--- src/rtl/shift_unit.sv ---
// ---------------------------------------------------------------------------
// shift_unit
//   Iterative multi-mode shifter (SLL, SRL, SRA, ROL, ROR) with a multi-bit
//   shift amount. Each cycle in SHIFT moves the accumulator by up to STEP bit
//   positions, so the shifting datapath only spans STEP positions.
//   There are valid/ready handshakes on both the request side and the result side.
//
// Parameters
//   N     data width in bits (>= 2)
//   STEP  maximum bit positions shifted per cycle (1..N)
//
// Ports
//   clk        clock, all state updates on posedge
//   rst        asynchronous active-low reset
//   in_valid   request valid
//   in_ready   request accepted when in_valid && in_ready (IDLE only)
//   d          operand, captured on accept
//   amt        shift amount 0..N-1, captured on accept
//   mode       000 SLL, 001 SRL, 010 SRA, 011 ROL, 100 ROR, others pass-through
//   out_valid  result valid, held until out_ready
//   out_ready  consumer ready
//   out        result register, written only when entering DONE
//   busy       high while shifting
// ---------------------------------------------------------------------------
module shift_unit #(
    parameter int N    = 8,
    parameter int STEP = 1
) (
    input  logic                 clk,
    input  logic                 rst,
    input  logic                 in_valid,
    output logic                 in_ready,
    input  logic [N-1:0]         d,
    input  logic [$clog2(N)-1:0] amt,
    input  logic [2:0]           mode,
    output logic                 out_valid,
    input  logic                 out_ready,
    output logic [N-1:0]         out,
    output logic                 busy
);

    localparam int AW = $clog2(N);

    typedef enum logic [1:0] {
        IDLE  = 2'd0,
        SHIFT = 2'd1,
        DONE  = 2'd2
    } state_t;

    state_t        state_q, state_d;
    logic [N-1:0]  acc_q, acc_d;
    logic [AW-1:0] rem_q, rem_d;
    logic [2:0]    mode_q, mode_d;
    logic [N-1:0]  out_q, out_d;

    logic [AW-1:0] step_s;
    logic [N-1:0]  shifted;

    // One shift/rotate of a by s positions. Rotates are taken from a doubled
    // copy of the operand so the wrapped bits fall out of the shift itself.
    function automatic logic [N-1:0] apply_op(input logic [N-1:0]  a,
                                              input logic [AW-1:0] s,
                                              input logic [2:0]    m);
        logic [2*N-1:0] dbl;
        dbl = {a, a};
        case (m)
            3'b000:  return a << s;
            3'b001:  return a >> s;
            3'b010:  return $signed(a) >>> s;
            3'b011: begin
                dbl = dbl << s;
                return dbl[2*N-1:N];
            end
            3'b100: begin
                dbl = dbl >> s;
                return dbl[N-1:0];
            end
            default: return a;
        endcase
    endfunction

    // Amount applied this cycle: min(STEP, remaining). The truncating cast is
    // only reached when STEP < rem_q, so STEP fits in AW bits there.
    always_comb begin
        step_s = rem_q;
        if (int'(rem_q) > STEP) begin
            step_s = AW'(STEP);
        end
    end

    assign shifted = apply_op(acc_q, step_s, mode_q);

    always_comb begin
        state_d   = state_q;
        acc_d     = acc_q;
        rem_d     = rem_q;
        mode_d    = mode_q;
        out_d     = out_q;
        in_ready  = 1'b0;
        out_valid = 1'b0;
        busy      = 1'b0;

        case (state_q)
            IDLE: begin
                in_ready = 1'b1;
                if (in_valid) begin
                    acc_d  = d;
                    rem_d  = amt;
                    mode_d = mode;
                    // Zero amount or reserved mode: the result is the operand.
                    if (amt == '0 || mode > 3'd4) begin
                        state_d = DONE;
                        out_d   = d;
                    end else begin
                        state_d = SHIFT;
                    end
                end
            end
            SHIFT: begin
                busy  = 1'b1;
                acc_d = shifted;
                rem_d = rem_q - step_s;
                if (rem_q == step_s) begin
                    state_d = DONE;
                    out_d   = shifted;
                end
            end
            DONE: begin
                out_valid = 1'b1;
                if (out_ready) begin
                    state_d = IDLE;
                end
            end
            default: begin
                state_d = IDLE;
            end
        endcase
    end

    always_ff @(posedge clk or negedge rst) begin
        if (!rst) begin
            state_q <= IDLE;
            acc_q   <= '0;
            rem_q   <= '0;
            mode_q  <= '0;
            out_q   <= '0;
        end else begin
            state_q <= state_d;
            acc_q   <= acc_d;
            rem_q   <= rem_d;
            mode_q  <= mode_d;
            out_q   <= out_d;
        end
    end

    assign out = out_q;

endmodule

--- config.mk ---
export PLATFORM = sky130hd
export DESIGN_NAME = shift_unit
export DESIGN_NICKNAME = d
export VERILOG_FILES = /design/src/rtl/shift_unit.sv
export SDC_FILE = /design/constraint.sdc
export NUM_CORES = 1
export LEC_CHECK = 0
export ABC_AREA = 1
export CORE_ASPECT_RATIO = 0.5
export CORE_MARGIN = 1
export CORE_UTILIZATION = 40
export CTS_BUF_LIST = sky130_fd_sc_hd__clkbuf_4 sky130_fd_sc_hd__clkbuf_8 sky130_fd_sc_hd__clkbuf_16
export DETAILED_ROUTE_END_ITERATION = 8
export PLACE_DENSITY_LB_ADDON = 0.2
export REMOVE_ABC_BUFFERS = 1
export SYNTH_ARGS = -nofsm -noshare
export SYNTH_HDL_FRONTEND = slang
export SYNTH_SLANG_ARGS = --single-unit
--- constraint.sdc ---
create_clock -name clk -period 2.6 [get_ports clk]
set_input_delay 0.26 -clock clk [delete_from_list [all_inputs] [get_ports clk]]
set_output_delay 0.26 -clock clk [all_outputs]
set_load 0.01 [all_outputs]
==> results.toml <==
[floorplan]
ios = 29
fp-row-count = 15
full_die_area_um2 = 4010
core_region_area_um2 = 3510
floorplan.initialDensity_pct = 42.7
die_x_um = 88.5
die_h_um = 45.3

[power]
power.leakage_nw = 0.977
cellPowerDensity_nw_per_um2 = 1300
max-vdd-ir-drop_mv = 0.579

[place]
hpwl_um = 2480
place_area_um2 = 1830
globalplace.congestion = 0.829
buffer_ports.inserted = 28

[logic_synthesis]
synth.cell_area_um2 = 1500
post-synth-top-area-cell = "sky130_fd_sc_hd__dfrtp_1"
seq_area_frac_synth_pct = 40.1
ys_warn_count = 0
postSynthCellCount = 206
ys_top_cells_by_area = "sky130_fd_sc_hd__dfrtp_1, sky130_fd_sc_hd__nand2_1, sky130_fd_sc_hd__a21oi_1, sky130_fd_sc_hd__inv_1, sky130_fd_sc_hd__o21ai_2"
netlist-cell-type-count = 26
yosys_register_bits = 24
synth_async_sr_flop_share_pct = 100
synth-main-ff-cell = "sky130_fd_sc_hd__dfrtp_1"
synth_edf_count = 0
synth_top_cell_area_share_pct = 40.1
avgSynthCellArea_um2 = 7.27

[routing]
num_vias = 1360
avgViaCountPerCell = 4.72
drt_first_pass_iters = 4
drt_iter0_markers = 37
antenna_left = 0
detail_route.drc_violations = 0
wire_per_inst_um = 11.0
drt-total-wl_um = 3150

[clock_network]
cts-root-to-sink-buffers = 2
clock-root-buffer = "sky130_fd_sc_hd__clkbuf_8"
cts_tree = "built"
ctsHoldBuffers = 0
worst_skew_pair_later_pin_latency_ps = 270
post_cts.resized_instances = 0
clock_sink_count = 24
clock_tree.htree_level_count = 1
tritoncts.num_buffers = 3
clk_pin_slew_ps = 80
postCtsSetupRepairBufs = 0

[timing]
fin_worst_skew_ps = 1.38
fin_hold_viols = 0
clock.fmax_ghz = 0.497
worst_slew_pin_slew_ps = 336
slew_headroom_pct = 77.5
final-max-slew-violation-count = 0
setup_total_negative_slack_ps = 0
holdWs_ps = 345
setup-violations-final = 0
setup_repair_after_global_routing_missed_its_margin = "false"
final_min_period_over_clock_period_pct = 77.4
period_needed_ps = 2010

[setup_path]
worst_path_required_time_ps = 2340
worst_setup_path_end_kind = "primary output"
worst-setup-path-type = "reg -> out"
cp_launch_type = "flip-flop"
path_max_fanout = 17
arrival_ps = 1750

[global_routing]
first_global_vias = 1239
grt.total_usage_pct = 17.9
antenna_found_initial = 0
grt_max_degree = 25
global_route_wire_length_before_repair_um = 5400
grt_overflow_total = 0

[outcome]
run_status = "complete, no violations"

[job]
max_cap_check_violation_count = 0

[cells_and_area]
drive_above_1_share_pct = 13.9
post-route-cell-area_um2 = 1890
mostFrequentLayoutCell = "sky130_fd_sc_hd__nand2_1"
layout.cells.most_common_list = "sky130_fd_sc_hd__nand2_1, sky130_fd_sc_hd__clkdlybuf4s50_1, sky130_fd_sc_hd__dfrtp_1, sky130_fd_sc_hd__inv_1, sky130_fd_sc_hd__a21oi_1"
fin_nets = 258
n_fill_cell = 353
antenna-diode-count = 0
area_growth_syn_to_layout_pct = 25.9

[min_path]
min_path_type = "in -> async"
-- cells in the mapped netlist (2+ instances only) --
library cell and number:
sky130_fd_sc_hd__dfrtp_1 24, sky130_fd_sc_hd__nor2_8 2, sky130_fd_sc_hd__nand2_4 2, sky130_fd_sc_hd__o211ai_2 2, sky130_fd_sc_hd__or2_2 3, sky130_fd_sc_hd__inv_2 5
sky130_fd_sc_hd__o21ai_2 5, sky130_fd_sc_hd__nand3_1 7, sky130_fd_sc_hd__o21ai_1 2, sky130_fd_sc_hd__nor2_4 2, sky130_fd_sc_hd__inv_1 17, sky130_fd_sc_hd__nand2_2 4
sky130_fd_sc_hd__ha_1 2, sky130_fd_sc_hd__o21ai_0 6, sky130_fd_sc_hd__nand2_1 93, sky130_fd_sc_hd__a21oi_1 13, sky130_fd_sc_hd__nor2_1 8
-- per-layer routing --
layer | GRT usage, % | share of wire (%) | vias up
li1 | - | - | 717
met4 | 5.81 | 1.5 | 0
met2 | 28.5 | 45 | 26
met5 | 0 | 0 | -
met3 | 5.48 | 4.3 | 8
met1 | 23.8 | 50 | 609
-- critical path, cell delays in order (launching register included) --
cell                              delay (ps)
sky130_fd_sc_hd__dfrtp_1                 380
sky130_fd_sc_hd__inv_2                    90
sky130_fd_sc_hd__nand2_2                 210
sky130_fd_sc_hd__inv_2                   230
sky130_fd_sc_hd__clkdlybuf4s50_1         570
-- metrics by stage --
| stage | setup slack, ps | total power (W) | util, % | instances |
|---|---|---|---|---|
| floorplan | 1080 | 0.00177 | - | 204 |
| global placement | 922 | 0.00217 | 52.2 | 284 |
| detailed placement | 887 | 0.00220 | 52.2 | 284 |
| CTS | 571 | 0.00247 | 53.7 | 288 |
| global route | 466 | 0.00271 | 53.7 | 288 |
| finish | 588 | 0.00245 | 53.7 | 288 |
-- where the power goes --
| group | total (W) | internal [W] | switching [W] |
|---|---|---|---|
| registers | 0.000671 | 0.000558 | 0.000113 |
| clock network | 0.000255 | 0.000135 | 0.000119 |
| logic | 0.00152 | 0.000586 | 0.000934 |
| total | 0.00245 | 0.00128 | 0.00117 |
-- cell families after synthesis --
logic type / synth area share, %
simple gates: 37.3
compound gates: 13.5
buf+inv: 7.35
flops: 40.1
fa+ha+maj: 1.67
-- state kept, by name (all words and copies together) (netlist names) --
register,cells
rem_q,3
out,8
acc_q,8
mode_q,3
state_q,2
-- area by class of cell --
cell class | instances | area (um2) | area share [%]
Multi-Input combinational cell | 157 | 787 | 41.7
Inverter | 23 | 91.3 | 4.84
Sequential cell | 24 | 601 | 31.9
Timing Repair Buffer | 29 | 288 | 15.3
Tap cell | 51 | 63.8 | 3.38
Clock buffer | 4 | 55.1 | 2.92
-- worst paths after layout --
| kind | endpoint | cells after the start | slack, ps | start |
|---|---|---|---|---|
| max | busy | 4 | 590 | state_q[1]$_DFFE_PN0P_ |
| min | out[3]$_DFFE_PN0P_ | 2 | 350 | rst |
| max reg2reg | out[7]$_DFFE_PN0P_ | 10 | 890 | rem_q[2]$_DFFE_PN0P_ |
| min reg2reg | out[0]$_DFFE_PN0P_ | 2 | 490 | out[0]$_DFFE_PN0P_ |
| max in group asynchronous | state_q[0]$_DFFE_PN0P_ | 2 | 2020 | rst |
| min in group clk | out[0]$_DFFE_PN0P_ | 2 | 490 | out[0]$_DFFE_PN0P_ |
Note: power is estimated with default switching activity, not from simulation.
